[src/rtl/vga_rect_sched.sv]
// vga_rect_sched: round-robin scheduler sharing the framebuffer rectangle painter among 4 requesters.
//   vga_clk, sys_rst_n  : 25 MHz pixel clock, asynchronous active-low reset
//   pix_x, pix_y        : current pixel position (1023 outside the active area)
//   req, req_cmd        : per-requester request and packed {x_start, x_end, y_start, y_end, color} commands
//   ack, err            : one-hot completion pulse, plus reject flag
//   busy, grant_id      : scheduler activity and current grant index
//   char_*              : registered rectangle presented to the painter for one full frame
module vga_rect_sched #(
    parameter logic [9:0] H_VALID    = 10'd640,
    parameter logic [9:0] V_VALID    = 10'd480,
    parameter logic [3:0] IDLE_COLOR = 4'd7
) (
    input  logic         vga_clk,
    input  logic         sys_rst_n,
    input  logic [9:0]   pix_x,
    input  logic [9:0]   pix_y,
    input  logic [3:0]   req,
    input  logic [175:0] req_cmd,
    output logic [3:0]   ack,
    output logic         err,
    output logic         busy,
    output logic [1:0]   grant_id,
    output logic [9:0]   char_x_start,
    output logic [9:0]   char_x_end,
    output logic [9:0]   char_y_start,
    output logic [9:0]   char_y_end,
    output logic [3:0]   char_color
);
    typedef enum logic [2:0] {IDLE, LATCH, WAIT_SOF, PAINT, DONE} state_t;
    state_t      state_q;
    logic [1:0]  rr_ptr_q;
    logic [1:0]  sel_d;
    logic [43:0] cmd_q;
    logic        org_q;
    logic        sof_q;
    logic        org_d;
    logic        cmd_ok_d;
    assign org_d = (pix_x == 10'd0) && (pix_y == 10'd0);
    // bounds are exclusive ends, so a full-screen rectangle ends exactly at H_VALID/V_VALID
    assign cmd_ok_d = (cmd_q[43:34] < cmd_q[33:24]) && (cmd_q[23:14] < cmd_q[13:4]) &&
                      (cmd_q[33:24] <= H_VALID) && (cmd_q[13:4] <= V_VALID);
    // scan from the farthest offset down so the nearest set bit after rr_ptr wins
    always_comb begin
        sel_d = rr_ptr_q;
        for (int k = 3; k >= 0; k--)
            if (req[rr_ptr_q + 2'(k)]) sel_d = rr_ptr_q + 2'(k);
    end
    always_ff @(posedge vga_clk or negedge sys_rst_n) begin
        if (!sys_rst_n) begin
            state_q      <= IDLE;
            rr_ptr_q     <= 2'd0;
            cmd_q        <= 44'd0;
            org_q        <= 1'b0;
            sof_q        <= 1'b0;
            ack          <= 4'd0;
            err          <= 1'b0;
            busy         <= 1'b0;
            grant_id     <= 2'd0;
            char_x_start <= 10'd0;
            char_x_end   <= 10'd0;
            char_y_start <= 10'd0;
            char_y_end   <= 10'd0;
            char_color   <= IDLE_COLOR;
        end else begin
            org_q <= org_d;
            sof_q <= org_d && !org_q;
            case (state_q)
                IDLE: if (|req) begin
                    grant_id <= sel_d;
                    cmd_q    <= req_cmd[44*sel_d +: 44];
                    busy     <= 1'b1;
                    state_q  <= LATCH;
                end
                LATCH: if (cmd_ok_d) state_q <= WAIT_SOF;
                else begin
                    // rejected commands skip painting; err stays high through DONE
                    ack     <= 4'd1 << grant_id;
                    err     <= 1'b1;
                    state_q <= DONE;
                end
                WAIT_SOF: if (sof_q) begin
                    {char_x_start, char_x_end, char_y_start, char_y_end, char_color} <= cmd_q;
                    state_q <= PAINT;
                end
                PAINT: if (sof_q) begin
                    {char_x_start, char_x_end, char_y_start, char_y_end} <= 40'd0;
                    char_color <= IDLE_COLOR;
                    ack        <= 4'd1 << grant_id;
                    err        <= 1'b0;
                    state_q    <= DONE;
                end
                DONE: begin
                    ack      <= 4'd0;
                    err      <= 1'b0;
                    busy     <= 1'b0;
                    rr_ptr_q <= grant_id + 2'd1;
                    state_q  <= IDLE;
                end
                default: state_q <= IDLE;
            endcase
        end
    end
endmodule

[config.mk]
export PLATFORM = sky130hd
export DESIGN_NAME = vga_rect_sched
export DESIGN_NICKNAME = d
export VERILOG_FILES = /design/src/rtl/vga_rect_sched.sv
export SDC_FILE = /design/constraint.sdc
export NUM_CORES = 1
export LEC_CHECK = 0
export BUFFER_PORTS_ARGS = -buffer_cell sky130_fd_sc_hd__buf_4
export CAP_MARGIN = 5
export CORE_ASPECT_RATIO = 1.25
export CORE_MARGIN = 2
export CORE_UTILIZATION = 52
export DETAILED_ROUTE_END_ITERATION = 16
export PLACE_DENSITY_LB_ADDON = 0.25
export SYNTH_ARGS = -nofsm -noshare
export SYNTH_HDL_FRONTEND = slang
export SYNTH_SLANG_ARGS = --single-unit
export TNS_END_PERCENT = 100
[constraint.sdc]
create_clock -name vga_clk -period 5.9 [get_ports vga_clk]
set_input_delay 1.18 -clock vga_clk [delete_from_list [all_inputs] [get_ports vga_clk]]
set_output_delay 1.18 -clock vga_clk [all_outputs]
set_load 0.05 [all_outputs]
==> qor.yml <==
cts:
  h-tree-depth: 3
  cts_buffers: 9
  cts_resized: 0
  insertion_delay_ps: 340
  hold_buffers: 0
  cts_setup_buffers: 0
  cts_root_buffer: "clkbuf_16"
  cts_tree: "built"
  clock_path_buffers: 2
  clk_pin_slew_ps: 70
  numClockSinks: 103
sta:
  fin_crit_sh: 0.6549
  slew_headroom: 0.2733
  finalMaxSlewViolations: 0
  whs_ps: 431.8
  rsz0062_at_grt: "false"
  layout_setup_ws_ps: 2036
  setup_violations: 0
  maxClockFrequency_ghz: 0.2588
  report.final.hold_viol_count: 0
  tightest_slew_ps: 1087
  fin_setup_tns_ps: 0
  post-route-min-period_ps: 3864
  clock_skew_ps: 7.756
die:
  die_area_um2: 11940
  rows: 42
  core_um2: 10720
  boundaryPins: 254
  die_w_um: 98.14
  die_h_um: 121.7
  initial_core_util: 0.5373
synthesis:
  synth_edf_count: 0
  async_flop_share: 1.000
  ys_seq_area_frac: 0.4481
  syn-instance-count: 567
  synth_ff_type: "dfrtp_1"
  syn-num-nets: 791
  synth_seq_cells: 103
  synth_cell_types: 46
  syn_avg_cell_area_um2: 10.16
  syn_area_um2: 5761
  yosysWarnings: 0
layout:
  num-fill-cells: 753
  fin_area_um2: 8033
  stdcell_count: 932
  area_growth_pct: 39.44
  final_net_count: 1020
  drive_gt1_frac: 0.3563
  fin_util: 0.7493
  diodes: 0
global_route:
  grt_overflow: 0
  grt_pass1_wl_um: 26780
  grt_pass1_vias: 5700
  grt_max_degree: 67
  grt_usage: 0.2765
  antenna_found_initial: 0
worst_setup_path:
  path_max_fanout: 48
  end_kind: "flip-flop"
  path_class: "in2reg"
  worstSetupStartpoint: "req[1]"
  ff2ff_path_depth: 5
  startpoint_type: "input port"
  cp.required_ps: 6120
  r2r-start: "state_q[0]"
  crit_arrival_ps: 4090
pwr:
  swShare: 0.4006
  p_sw_mw: 1.353
  power_frac_seq: 0.335
  p_leak_nw: 3.994
  p_per_area_nw_per_um2: 420.4
  p_int_mw: 2.024
  power.total_mw: 3.377
  comb_power_share: 0.479
  p_clk_frac: 0.187
  vdd_drop_max_uv: 237.3
route:
  drc_errors: 0
  highest_layer: "met4"
  drtIter0Drc: 388
  first_pass_iters: 5
  drtAntennaViolNets: 0
  vias: 5404
  avgViaCountPerCell: 5.798
  wl_per_cell_um: 17.96
  routed_wl_um: 16740
  met3WireLength_um: 925
  wl_met1_um: 6129
  wl_met2_um: 9303
outcome:
  status: "finished clean"
placement:
  port_buffers: 253
  placed_cells: 917
  place_congestion: 0.8403
  dp_slack_ps: 1770
  postPlaceCellArea_um2: 7720
  hpwl_um: 12380
hold_path:
  hp-class: "reg2reg"
  worstHoldStart: "org_q"
  worstHoldPathCells: 1
flow_run:
  max_cap_violations: 0
## sequential cells by signal, indices dropped and copies added (netlist names)
register / flops
org_q: 1
char_x_end: 10
err: 1
char_x_start: 10
rr_ptr_q: 2
ack: 4
busy: 1
grant_id: 2
char_y_end: 10
cmd_q: 44
char_color: 4
char_y_start: 10
sof_q: 1
state_q: 3
## worst max-delay path, stage by stage
cell      delay [ps]
buf_4            130
nor4_1           430
nor3_1           140
nand2b_2         810
nand2b_2         900
nor2_1           170
a221o_1          320
## final timing paths
path	end	slack (ps)
max in group asynchronous	char_x_start[0]	3920
setup reg to reg	cmd_q[40]	2370
min in group asynchronous	cmd_q[2]	890
hold reg to reg	sof_q	430
hold / removal	sof_q	430
setup / recovery	cmd_q[40]	2040
## cells in the mapped netlist (3+ instances only)
cell type / number / area (um2)
o21a_1: 3 / 22.52
dfrtp_1: 100 / 2502
mux2_1: 44 / 495.5
ha_1: 22 / 275.3
mux2i_1: 44 / 440.4
a221o_1: 44 / 440.4
nand2_1: 78 / 292.8
buf_2: 9 / 45.04
nand4_1: 4 / 25.02
o21ai_0: 29 / 145.1
o31ai_1: 19 / 142.6
clkbuf_1: 28 / 105.1
nor2b_1: 4 / 25.02
a21oi_1: 11 / 55.05
inv_1: 23 / 86.33
nand2b_1: 4 / 25.02
nor2_1: 53 / 198.9
o21ai_1: 4 / 20.02
a22o_1: 4 / 35.03
dfstp_2: 3 / 78.83
nor4_1: 7 / 43.79
## cell type report
class | instances | area [um2] | share of cell area
Clock buffer | 11 | 242.7 | 0.03022
Clock inverter | 4 | 70.07 | 0.008723
Inverter | 24 | 90.09 | 0.01121
Multi-Input combinational cell | 401 | 2954 | 0.3678
Sequential cell | 103 | 2581 | 0.3213
Tap cell | 132 | 165.2 | 0.02056
Timing Repair Buffer | 257 | 1929 | 0.2402
## cells by family (layout without fill, tap and decap cells)
family	Yosys count	count (layout)	share of synthesized area
AOI/OAI and AO/OA	129	129	0.1746
DFF	103	103	0.4481
muxes	90	90	0.1664
and+or+nand+nor	160	160	0.1195
adders and majority gates	22	22	0.04778
buffers and inverters	63	296	0.04366
## layout by cell type (no fill, tap or decap), types with 22 or more instances in the layout
cell	instances
ha_1	22
o21ai_0	29
a221o_1	44
nor2_1	52
buf_4	257
inv_1	23
dfrtp_1	100
nand2_1	78
mux2i_1	44
mux2_1	44
## power groups by stage
stage	Sequential, mW	Clock (mW)	Combinational [mW]
final	1.13	0.631	1.62
after global placement	1.13	0	1.51
after floorplan	1.11	0	1.14
after global routing	1.15	0.662	1.78
after CTS	1.12	0.636	1.62
after detailed placement	1.14	0	1.60
## per-layer routing
metal,track usage,up-vias
li1,-,2527
met1,0.3097,2613
met5,0,-
met4,0.1096,0
met3,0.02926,33
met2,0.5342,231
No activity file was read; power rests on OpenSTA's default activity.
